**config.mk**
```make
export PLATFORM = sky130hd
export DESIGN_NAME = sub16s
export DESIGN_NICKNAME = d
export VERILOG_FILES = /design/src/rtl/sub16s.sv
export SDC_FILE = /design/constraint.sdc
export NUM_CORES = 1
export LEC_CHECK = 0
export ABC_AREA = 1
export ABC_CLOCK_PERIOD_IN_PS = 2300
export BUFFER_PORTS_ARGS = -buffer_cell sky130_fd_sc_hd__buf_2
export CORE_UTILIZATION = 59
export CTS_CLUSTER_SIZE = 10
export DETAILED_ROUTE_END_ITERATION = 7
export PLACE_DENSITY = 0.89
export RECOVER_POWER = 100
export SETUP_SLACK_MARGIN = 0.2
export SYNTH_ARGS = -nofsm -noshare
export SYNTH_HDL_FRONTEND = slang
export SYNTH_SLANG_ARGS = --single-unit
```
**constraint.sdc**
```tcl
create_clock -name clk -period 2.3 [get_ports clk]
set_input_delay 0.23 -clock clk [delete_from_list [all_inputs] [get_ports clk]]
set_output_delay 0.23 -clock clk [all_outputs]
set_load 0.02 [all_outputs]
```
**src/rtl/sub16s.sv**
```systemverilog
// Bit-serial subtractor: computes x - y - bin one bit per clock, LSB first,
// and reports the difference with borrow, signed-overflow and zero flags.
module sub16s #(
  parameter int WIDTH = 16
) (
  input  logic             clk,
  input  logic             reset,
  input  logic             start,
  input  logic [WIDTH-1:0] x,
  input  logic [WIDTH-1:0] y,
  input  logic             bin,
  output logic             busy,
  output logic             done,
  output logic [WIDTH-1:0] diff,
  output logic             bout,
  output logic             ovf,
  output logic             zero
);

  localparam int CW = $clog2(WIDTH);

  typedef enum logic [1:0] {IDLE, RUN, DONE} state_t;

  state_t           state_q;
  logic [CW-1:0]    cnt_q;
  logic [WIDTH-1:0] xSh_q;
  logic [WIDTH-1:0] ySh_q;
  logic [WIDTH-1:0] acc_q;
  logic             borrow_q;

  logic             dBit;
  logic             borrow_d;
  logic [WIDTH-1:0] acc_d;
  logic             lastBit;

  // One full-subtractor cell; the partial difference fills from the top so
  // that after the last bit it is already in natural order.
  always_comb begin
    dBit     = xSh_q[0] ^ ySh_q[0] ^ borrow_q;
    borrow_d = (~xSh_q[0] & ySh_q[0]) | (~(xSh_q[0] ^ ySh_q[0]) & borrow_q);
    acc_d    = {dBit, acc_q[WIDTH-1:1]};
    lastBit  = (cnt_q == CW'(WIDTH - 1));
  end

  always_ff @(posedge clk) begin
    if (!reset) begin
      state_q  <= IDLE;
      cnt_q    <= '0;
      xSh_q    <= '0;
      ySh_q    <= '0;
      acc_q    <= '0;
      borrow_q <= 1'b0;
      busy     <= 1'b0;
      done     <= 1'b0;
      diff     <= '0;
      bout     <= 1'b0;
      ovf      <= 1'b0;
      zero     <= 1'b0;
    end else begin
      case (state_q)
        IDLE: begin
          if (start) begin
            xSh_q    <= x;
            ySh_q    <= y;
            borrow_q <= bin;
            acc_q    <= '0;
            cnt_q    <= '0;
            busy     <= 1'b1;
            state_q  <= RUN;
          end
        end
        RUN: begin
          xSh_q    <= xSh_q >> 1;
          ySh_q    <= ySh_q >> 1;
          borrow_q <= borrow_d;
          acc_q    <= acc_d;
          cnt_q    <= cnt_q + CW'(1);
          // On the sign bit the shift registers still hold x and y MSBs.
          if (lastBit) begin
            diff    <= acc_d;
            bout    <= borrow_d;
            ovf     <= (xSh_q[0] ^ ySh_q[0]) & (dBit ^ xSh_q[0]);
            zero    <= (acc_d == '0);
            busy    <= 1'b0;
            done    <= 1'b1;
            state_q <= DONE;
          end
        end
        DONE: begin
          done <= 1'b0;
          if (start) begin
            xSh_q    <= x;
            ySh_q    <= y;
            borrow_q <= bin;
            acc_q    <= '0;
            cnt_q    <= '0;
            busy     <= 1'b1;
            state_q  <= RUN;
          end else begin
            state_q <= IDLE;
          end
        end
        default: begin
          busy    <= 1'b0;
          done    <= 1'b0;
          state_q <= IDLE;
        end
      endcase
    end
  end

endmodule

```
==> impl.org, run 1 <==
** Drt
- Via count :: 2976
- In the final routed layout, each cell accounts on average for 12.1 um.
- Number of nets with antenna violations after routing :: 0
- The first detailed-routing pass took 5 iterations.
- After the first detailed-routing iteration, the DRC count stood at 220.
- Total routed wirelength :: 6920 um
- Using the TritonRoute via totals, the vias-per-cell ratio works out to 5.18.
- After detailed routing, the number of remaining DRC violations is 0.

** Synthesis
- The synthesized design contains 75 register bits.
- Share of the synthesized area in compound gates (AO/OA/AOI/OAI) :: 9.48%
- Number of distinct standard cells referenced by the synthesized netlist :: 20
- FFs w/ async S/R, synth :: 0%
- List of most frequent post-synthesis cells :: sky130_fd_sc_hd__nand2_1 (173), sky130_fd_sc_hd__nor2_1 (82), sky130_fd_sc_hd__dfxtp_1 (75)
- The most used flip-flop cell after synthesis is sky130_fd_sc_hd__dfxtp_1.
- A synthesized cell averages 6.96 sq um.
- Post-Synth Adder-Cell Area :: 1.42%
- Synthesized cell area :: 3170 sq um
- Summing the areas of all xor and xnor instances in the mapped netlist gives 0% of the synthesized area.
- Most area-hungry cell type in the Yosys netlist :: sky130_fd_sc_hd__dfxtp_1
- The synthesized netlist devotes 35.3% of its cell area to simple gates.
- Synthesis handed over a netlist of 455 instances.
- Multiplexer share of the synthesized area :: 0%
- Top post-synthesis cells by area :: sky130_fd_sc_hd__dfxtp_1 (47%), sky130_fd_sc_hd__nand2_1 (21%), sky130_fd_sc_hd__nor2_1 (9.7%), sky130_fd_sc_hd__o21ai_0 (5.8%), sky130_fd_sc_hd__a21oi_1 (3.6%)
- After synthesis, the largest family of logic cells by area is simple AND/OR/NAND/NOR gates.
- For this run, the number of Yosys warnings is 0.
- Yosys mapped a number of flops with a built-in enable equal to 0.
- sky130_fd_sc_hd__nand2_1 is the most common cell in the netlist.
- Synthesis produced a netlist with a net count of 494.
- The top cell type by area accounts for 47.4% of the synthesized area.
- Sequential-to-total area share from yosys stat :: 47.4%

** STA
- # setup viols final :: 0
- Unrepaired setup endpoints after global routing :: no
- For this run, the top clock speed supported by timing is 518 MHz.
- Sum Neg Setup Slack :: 0 ns
- The count of endpoints failing hold in the final timing report came to 0.
- Slew Limit Fails :: 0
- Setup Skew :: 0.00825 ns
- Slew @ Worst Pin :: 0.988 ns
- Share of the clock period used by the worst path after layout :: 83.9%
- Headroom to the max-slew limit :: 33.8%
- Fin crit period :: 1.93 ns

** Worst setup path
- At the worst endpoint, the arrival time is 2.16 ns.
- STA classifies the critical path startpoint as a flip-flop.
- The critical path in this run is classified as reg -> reg.
- Depth of the worst register-to-register path :: 7
- Type of element capturing the critical path :: flip-flop
- Data required time at the worst endpoint :: 2.53 ns
- CP Max Fanout :: 36

** Global routing
- Via count of the first global-routing pass :: 2638
- The first global-routing pass estimated 11100 um of wire.
- Initial antenna violation count :: 0
- Overflow left after global routing :: 0
- Entering global routing, the biggest net connects 55 pins.
- Across every metal layer, demand over resource in global routing totals 26.2%.

** Worst hold path
- Along the worst hold path, the cell count comes to 3.
- The worst hold path belongs to the class in -> reg.

** Cells and area
- The post-route netlist has 11.7% of its cells at a drive strength greater than 1.
- Antenna cell count :: 0
- The area growth from synthesis to layout is 12.8%.
- For this run, the post-layout net count is 539.

** Clock tree
- H-tree depth :: 3
- In this run, post-CTS hold repair placed 0 buffers.
- Post-CTS setup repair buffer count :: 0
- Clock Tree Buf Depth :: 2
- For the worst-skew pair, the clock arrives at the later sink with an insertion delay of 0.35 ns.
- Clock tree synthesis inserted a total of 9 buffers.
- CTS tree :: yes
- Clock-pin slew was measured on the worst setup and hold paths at 0.07 ns.
- Buffer cell driving the clock tree root :: sky130_fd_sc_hd__clkbuf_8
- PostCTS Resize Cnt :: 0
- Counting every sink on the clock net gives 75.

** Floorplan
- Die outline area :: 5660 sq um
- Once the floorplan was initialized, standard cells occupied 61.6% of the core.
- The total area inside the core boundary comes to 5140 sq um.
- The die is 75.3 um tall.
- In this run the core area contains 26 standard-cell rows.
- Top-level port count :: 57
- Measured along the x axis, the die boundary spans 75.3 um.

** Power
- Leakage :: 0.00167 uW
- Worst supply voltage drop on vdd :: 411 uV
- Dividing total power by cell area gives a power density of 772 nW/um^2.
- Power comes to 2760 uW.

** Placement
- DP HPWL :: 4390 um
- At the end of routability-driven placement, the weighted congestion stood at 0.777.
- During placement, the flow inserted port buffers numbering 56.

** Status
- The flow ran to the end, and the final reports show no timing, DRC or antenna violations.

** Flow run
- Max-cap violations :: 0
layout make-up:
cell class	count	area [sq um]
fill	453	1570
sequential	75	1500
multi-input combinational	343	1450
timing repair buffer	60	297
clock buffer	13	159
tap	70	87.6
inverter	11	41.3
clock inverter	2	35.0
critical path: stages (launching register included):
cell                      delay [ns]
sky130_fd_sc_hd__dfxtp_1        0.34
sky130_fd_sc_hd__inv_2          0.39
sky130_fd_sc_hd__nand2_4        0.11
sky130_fd_sc_hd__nand2_4        0.30
sky130_fd_sc_hd__inv_2          0.27
sky130_fd_sc_hd__buf_12         0.24
sky130_fd_sc_hd__nor2_1         0.10
sky130_fd_sc_hd__nor2_1         0.06
path summary, 6_finish.rpt:
check | from | end | slack [ns]
setup / recovery | state_q[0] | ySh_q[14] | 0.37
hold / removal | x[15] | xSh_q[15] | 0.17
hold reg to reg | diff[5] | diff[5] | 0.47
setup reg to reg | state_q[0] | ySh_q[14] | 0.37
routing by layer:
| layer | global-route usage, % | vias to the layer above | routed length [um] |
|---|---|---|---|
| met2 | 43.3 | 102 | 3180 |
| met5 | 0 | - | 0 |
| met3 | 5.49 | 14 | 398 |
| li1 | - | 1507 | - |
| met1 | 32.7 | 1353 | 3200 |
| met4 | 12.8 | 0 | 149 |
cell families after synthesis:
family          Yosys count
buf+inv                  37
fa+ha+maj                 3
simple gates            280
flops                    75
compound gates           60
state kept, by name, indices dropped and copies added, names as in the netlist:
signal    flops
bout          1
state_q       2
diff         16
zero          1
acc_q        15
xSh_q        16
ySh_q        16
busy          1
cnt_q         4
ovf           1
done          1
borrow_q      1
cell usage in the layout (no fill, tap or decap), drive strengths merged:
cell type,netlist,layout
nor2,83,83
clkbuf,5,34
nand2,176,176
inv,10,10
nand3,20,20
clkinv,1,2
dfxtp,75,75
fa,1,1
ha,2,2
bufinv,0,1
nor3,1,1
a21oi,23,23
o21ai,37,37
buf,21,39
power by group:
part | internal [uW] | switching [uW]
clock network | 554 | 458
registers | 1370 | 38.0
logic | 119 | 220
total | 2040 | 716
stage by stage:
| stage | worst slack [ns] | cells | cell area, sq um | hold WS [ns] | util (%) |
|---|---|---|---|---|---|
| after detailed placement | 0.458 | 559 | 3420 | 0.459 | 66.5 |
| after CTS | 0.451 | 574 | 3610 | 0.164 | 70.3 |
| after floorplan | 0.901 | 455 | 3170 | 0.377 | - |
| final | 0.371 | 574 | 3570 | 0.168 | 69.5 |
| after global routing | 0.169 | 574 | 3570 | 0.172 | 69.5 |
| after global placement | 0.542 | 559 | 3420 | 0.455 | 66.5 |
Power figures use the tool's default switching activity.
==> run 2: changes to the inputs <==
--- a/config.mk
+++ b/config.mk
@@ -6,12 +6,12 @@
 export NUM_CORES = 1
 export LEC_CHECK = 0
 export ABC_AREA = 1
-export ABC_CLOCK_PERIOD_IN_PS = 2300
+export ABC_CLOCK_PERIOD_IN_PS = 1700
 export BUFFER_PORTS_ARGS = -buffer_cell sky130_fd_sc_hd__buf_2
-export CORE_UTILIZATION = 59
+export CORE_UTILIZATION = 50
 export CTS_CLUSTER_SIZE = 10
 export DETAILED_ROUTE_END_ITERATION = 7
-export PLACE_DENSITY = 0.89
+export PLACE_DENSITY = 0.81
 export RECOVER_POWER = 100
 export SETUP_SLACK_MARGIN = 0.2
 export SYNTH_ARGS = -nofsm -noshare
==> constraint.sdc (replaced) <==
create_clock -name clk -period 1.7 [get_ports clk]
set_input_delay 0.17 -clock clk [delete_from_list [all_inputs] [get_ports clk]]
set_output_delay 0.17 -clock clk [all_outputs]
set_load 0.02 [all_outputs]
==> run 2 against run 1 <==
Compared with the run above: utilization shrank 8.5 points; clock power rose by 38%; die area up 18%; flip-flop and latch count is the same; largest cell class unchanged; maximum frequency grew 30%; non-clock buffer count is 10 higher; sequential power rose by 35%.
==> impl.org, run 2 (synthesized netlist as in run 1, its figures left out) <==
** Floorplan
- Top-level port count :: 57
- The total area inside the core boundary comes to 6030 sq um.
- Die outline area :: 6660 sq um
- Effective utilization at floorplan :: 52.6%
- Row Count :: 28
- The die is 81.6 um wide.
- Chip height :: 81.6 um

** Drt
- The routed layout has 2906 vias.
- Starting DRC count in detailed routing :: 168
- In this run the remaining antenna-violating nets after routing total 0.
- DRT Pass-1 Iters :: 4
- Routed length per instance :: 11.5 um
- After detailed routing, the number of remaining DRC violations is 0.
- Number of vias per cell :: 4.93
- Total routed wirelength :: 6800 um

** STA
- # setup viols final :: 0
- Fin worst setup slack :: 0.214 ns
- The count of final max-slew check failures is 0.
- Hold violation total from the final report :: 0
- Between clock sinks in the finished design, the worst skew comes to 0.00686 ns.
- Counting I/O delays and the setup requirement, the final critical path takes 1.49 ns.
- Setup repair after global routing could not meet its margin everywhere.
- Peak clock frequency supported by timing :: 673 MHz
- In this run the tightest slew margin relative to its limit is 67.6%.
- In the finished design, the share of the clock period the worst path needs comes to 87.4%.
- Smallest hold slack :: 0.0879 ns
- After routing, the total negative slack on setup checks comes to 0 ns.
- For the pin with the worst max-slew slack, the measured transition is 0.486 ns.

** Placement
- Routability congestion estimate from global placement :: 0.814
- Buffers added on ports :: 56
- Post-place setup slack :: 0.189 ns
- Once detailed placement completed, the half-perimeter wirelength came to 4370 um.

** Power
- VDD sags by at most 716 uV.
- Leakage :: 0.00172 uW
- Power per standard cell area :: 1030 nW/um^2

** Global routing
- Entering global routing, the biggest net connects 55 pins.
- For this run, the total global-route usage over all layers was measured as 22.2%.
- Global-route wire length before repair :: 11400 um
- The number of global-route vias before repair was 2637.
- Overflow left after global routing :: 0
- The number of antenna violations at the first check in global routing is 0.

** Cells and area
- Area added between synthesis and finish :: 16.0%
- Registers with the most flip-flops :: diff: 16 flops, xSh_q: 16 flops, ySh_q: 16 flops
- Leaving out fill and tap cells, the most frequent cell in the layout is sky130_fd_sc_hd__nand2_1.
- Fill cells in the final layout number 566.
- The final layout contains 549 nets.
- Fraction of layout instances using a drive strength above 1 :: 14.4%
- Leading cell types in the layout, fill and taps excluded :: sky130_fd_sc_hd__nand2_1 (174), sky130_fd_sc_hd__nor2_1 (82), sky130_fd_sc_hd__dfxtp_1 (75)
- The number of antenna diodes in the final layout is 0.
- Utilization of the core after routing :: 61.0%

** Clock tree
- H-tree depth :: 3
- Worst-path clk slew :: 0.08 ns
- Clock Tree Buf Depth :: 2
- Number of hold buffers added after cts :: 0
- Clock sinks :: 75
- Total clock buffers created by CTS :: 9
- Clk_lat worst skew :: 0.35 ns
- In this run the clock root is driven by a sky130_fd_sc_hd__clkbuf_8.
- CTS tree :: yes

** Worst setup path
- Worst R2R Setup Slack :: 0.21 ns
- STA classifies the critical path endpoint as a flip-flop.
- Depth of the worst register-to-register path :: 6
- Data arrives at the worst endpoint at 1.76 ns.
- Crit path kind :: reg -> reg
- Data required time at the worst endpoint :: 1.97 ns
- FF-to-FF Start :: state_q[0]
- In this run the critical register-to-register path is captured at acc_q[8].
- In this run the worst path has a maximum fanout of 18.
- Nature of the critical path startpoint :: flip-flop

** Status
- The run finished with clean final reports.

** Flow run
- Max-cap violations :: 0

** Worst hold path
- Destination of the worst hold path :: xSh_q[15]
- In this run the worst hold path is classified as in -> reg.
- Hold path startpoint :: x[15]
- Worst Hold Depth :: 3
run 2: worst max-delay path, stage by stage, from the launching register on:
cell and delay (ns):
sky130_fd_sc_hd__dfxtp_1 0.37, sky130_fd_sc_hd__nand2_1 0.27, sky130_fd_sc_hd__nand2_4 0.20, sky130_fd_sc_hd__inv_2 0.12
sky130_fd_sc_hd__buf_4 0.22, sky130_fd_sc_hd__nand2_1 0.08, sky130_fd_sc_hd__a21oi_1 0.15
run 2: power by group:
group | switching, uW | leakage, uW | internal (uW) | total (uW)
registers | 50.7 | 0.000613 | 1850 | 1900
logic | 301 | 0.00102 | 176 | 477
clock network | 665 | 0.0000922 | 724 | 1390
total | 1020 | 0.00172 | 2750 | 3770
run 2: area by class of cell:
cell class | count | area (sq um) | area share, %
flip-flops and latches | 75 | 1500 | 40.9
multi-input cells | 343 | 1460 | 39.7
repair buffers | 70 | 372 | 10.1
clock buffers | 11 | 141 | 3.85
well taps | 75 | 93.8 | 2.55
clock inverters | 5 | 61.3 | 1.67
inverters | 11 | 43.8 | 1.19
run 2: metal layers:
metal	vias to the layer above	track usage [%]	wire, um
li1	1534	-	-
met1	1303	26.4	3270
met2	58	38.0	3120
met3	11	5.11	269
met4	0	10.0	140
met5	-	0	0
run 2: through the flow:
stage / power, uW / area, sq um / instances
2_1_floorplan: 2290 / 3170 / 455
3_3_place_gp: 2400 / 3470 / 570
3_5_place_dp: 2410 / 3470 / 570
4_1_cts: 3790 / 3690 / 588
5_1_grt: 3950 / 3670 / 590
6_report: 3770 / 3670 / 590
run 2: how the worst max path moves through the flow:
stage                           from        to  slack (ns)
after floorplan             xSh_q[0]      zero        0.30
final                     state_q[0]  acc_q[8]        0.21
after CTS                   xSh_q[0]       ovf        0.25
after global placement      xSh_q[0]      zero        0.24
after detailed placement    cnt_q[0]  diff[11]        0.19
after global routing        xSh_q[0]      zero        0.08
run 2: repair_timing:
item / 4_1_cts / 5_1_grt
endpoints found under the setup margin: 11 / 19
pin swaps: 2 / 1
setup buffers: 2 / 2
gates resized for setup: 0 / 5
==> run 3: changes to the inputs <==
--- a/config.mk
+++ b/config.mk
@@ -8,10 +8,10 @@
 export ABC_AREA = 1
 export ABC_CLOCK_PERIOD_IN_PS = 1700
 export BUFFER_PORTS_ARGS = -buffer_cell sky130_fd_sc_hd__buf_2
-export CORE_UTILIZATION = 50
+export CORE_UTILIZATION = 38
 export CTS_CLUSTER_SIZE = 10
 export DETAILED_ROUTE_END_ITERATION = 7
-export PLACE_DENSITY = 0.81
+export PLACE_DENSITY = 0.65
 export RECOVER_POWER = 100
 export SETUP_SLACK_MARGIN = 0.2
 export SYNTH_ARGS = -nofsm -noshare
==> run 3 against run 2 <==
Compared with the run above: non-clock buffer count unchanged; sequential power about the same; critical path depth grew 2; count of clock-buffer cells in the layout decreased by 2; via count fell by 0.28%; worst setup slack got worse by 0.033 ns; highest routed layer unchanged.
==> impl.org, run 3 (synthesized netlist as in run 1, its figures left out) <==
** STA
- For the pin with the worst max-slew slack, the measured transition is 0.353 ns.
- Share of the clock period used by the worst path after layout :: 89.3%
- Setup Skew :: 0.00883 ns
- The count of endpoints failing hold in the final timing report is 0.
- In this run the tightest slew margin relative to its limit is 76.4%.
- In the final timing run, aggregate negative setup slack is 0 ns.
- Peak clock frequency supported by timing :: 658 MHz
- Setup repair after global routing could not meet its margin everywhere.
- Across all setup checks in the final design, the least slack found is 0.181 ns.
- The count of final max-slew check failures came to 0.
- On the final layout, the worst hold slack is 0.0804 ns.
- Fin crit period :: 1.52 ns
- # setup viols final :: 0

** Status
- Outcome :: finished clean

** Power
- Combinational cells account for 13.7% of the total power.
- Switching Fraction :: 26.9%
- Power spread over the standard cell area amounts to 1000 nW/um^2.
- The clock network accounts for 35.0% of the total power.
- Summed over all cells, the static leakage comes to 0.00172 uW.
- Sequential share of power :: 51.4%
- The design draws 3700 uW.
- The internal portion of the total power is 2700 uW.
- Net switching power figure :: 997 uW
- Across the VDD grid, the largest voltage drop is 330 uV.

** Clock tree
- Clk_lat worst skew :: 0.34 ns
- Worst-path clk slew :: 0.08 ns
- The number of hold buffers added after CTS was 0.
- The root buffer cell chosen for the clock tree is sky130_fd_sc_hd__clkbuf_8.
- Clock sinks :: 75
- TritonCTS built the clock tree.
- Counting along the longest clock path gives a buffer depth of 2.
- The number of clock buffers added by TritonCTS is 9.
- In this run the number of H-tree levels came out at 3.

** Worst setup path
- Most frequent cell on the critical path :: sky130_fd_sc_hd__nand2_1
- Kind of cell with the highest combined delay on the critical path :: adder cells
- At the worst endpoint, the arrival time is 1.80 ns.
- CP Max Fanout :: 3
- Traced cell by cell, the critical path runs through inv_2 > fa_1 > inv_1 > nor2_2 > nand2_1 > nor2_1 > nand3_1 > nand2_1.
- Nature of the critical path startpoint :: flip-flop
- Type of element capturing the critical path :: flip-flop
- Crit path kind :: reg -> reg
- The slowest stage of the critical path is the sky130_fd_sc_hd__fa_1 cell.
- At the worst endpoint, the required time is 1.98 ns.
- For this run, the slowest stage of the critical path takes 0.59 ns.
- Together, buffers and inverters on the worst path number 2.

** Placement
- Routability congestion estimate from global placement :: 0.775
- Post-place setup slack :: 0.198 ns
- Post-detailed-placement cell area :: 3520 sq um
- Detailed placement finished with a half-perimeter wire length of 4670 um.
- Buffers placed on the I/O ports in this run total 56.

** Drt
- Summing over every cut layer, the via total after detailed routing is 2898.
- DR DRC count :: 0
- Number of vias per cell :: 4.70
- The final layout contains routed wiring with a total length of 7190 um.
- The first TritonRoute pass finished after 4 iterations.
- Number of nets with antenna violations after routing :: 0
- Routed length per instance :: 11.7 um
- Starting DRC count in detailed routing :: 137

** Floorplan
- Die outline area :: 8700 sq um
- The floorplan has 32 rows.
- In this run the horizontal extent of the chip is 93.3 um.
- Top-level port count :: 57
- The region available for standard cell placement spans 7890 sq um.
- The die is 93.3 um tall.
- Effective utilization at floorplan :: 40.1%

** Cells and area
- The finished cells cover 3690 sq um.
- 0 antenna diodes ended up in the layout.
- In the layout the commonest cells are sky130_fd_sc_hd__nand2_1 (173), sky130_fd_sc_hd__nor2_1 (82), sky130_fd_sc_hd__dfxtp_1 (74).
- Most common cell after layout, fill and taps aside :: sky130_fd_sc_hd__nand2_1
- Fraction of layout instances using a drive strength above 1 :: 14.8%
- The area growth from synthesis to layout is 16.6%.
- For this run, the post-layout net count is 549.
- In the final layout, the registers with the most flip-flops are diff: 16 flops, xSh_q: 16 flops, ySh_q: 16 flops.

** Flow run
- Max-cap violations :: 0

** Global routing
- Global-route wire length before repair :: 11900 um
- Via count of the first global-routing pass :: 2691
- Entering global routing, the biggest net connects 32 pins.
- Total Routing Usage GR :: 17.3%
- The number of antenna violations at the first check in global routing was 0.
- For this run the aggregate overflow at the end of global routing stands at 0.

** Worst hold path
- Worst hold-check path type :: in -> reg
## run 3: worst min-delay path, stage by stage
cell	delay, ns
sky130_fd_sc_hd__buf_2	0.10
sky130_fd_sc_hd__nand2_1	0.05
sky130_fd_sc_hd__a21oi_1	0.05
## run 3: repair_timing
item,in CTS,in global routing
resized for setup,0,9
pin swaps,1,2
setup buffers,0,4
setup endpoints to repair,2,44
gates cloned,0,0
## run 3: final timing paths
check	from	endpoint	slack [ns]	cells past startpoint
max	xSh_q[0]	zero	0.18	8
min	y[15]	ySh_q[15]	0.08	3
min reg2reg	diff[4]	diff[4]	0.47	2
max reg2reg	xSh_q[0]	zero	0.18	8
## run 3: area by class of cell
cell class                 count  area, sq um
timing repair buffer          70          382
tap                          102          128
clock buffer                   9          124
sequential                    75         1500
multi-input combinational    343         1450
inverter                      11         46.3
fill                         837         4200
clock inverter                 6         57.6
## run 3: routing by layer
layer,share of wire (%),GRT usage [%],vias to the layer above
met4,1.3,7.44,0
met1,51,22.9,1310
li1,-,-,1534
met2,45,27.8,47
met3,3.3,2.85,7
met5,0,0,-
## run 3: power by group through the flow
stage          clock [uW]  sequential (uW)  combinational (uW)
2_1_floorplan           0             1930                 360
6_report             1290             1900                 506
3_3_place_gp            0             1940                 476
3_5_place_dp            0             1940                 485
4_1_cts              1320             1900                 487
5_1_grt              1410             1910                 578
## run 3: stage by stage
| stage | cells | utilization [%] |
|---|---|---|
| after floorplan | 455 | - |
| after global placement | 597 | 44.6 |
| after detailed placement | 597 | 44.6 |
| after CTS | 612 | 46.9 |
| after global routing | 616 | 46.8 |
| final | 616 | 46.8 |
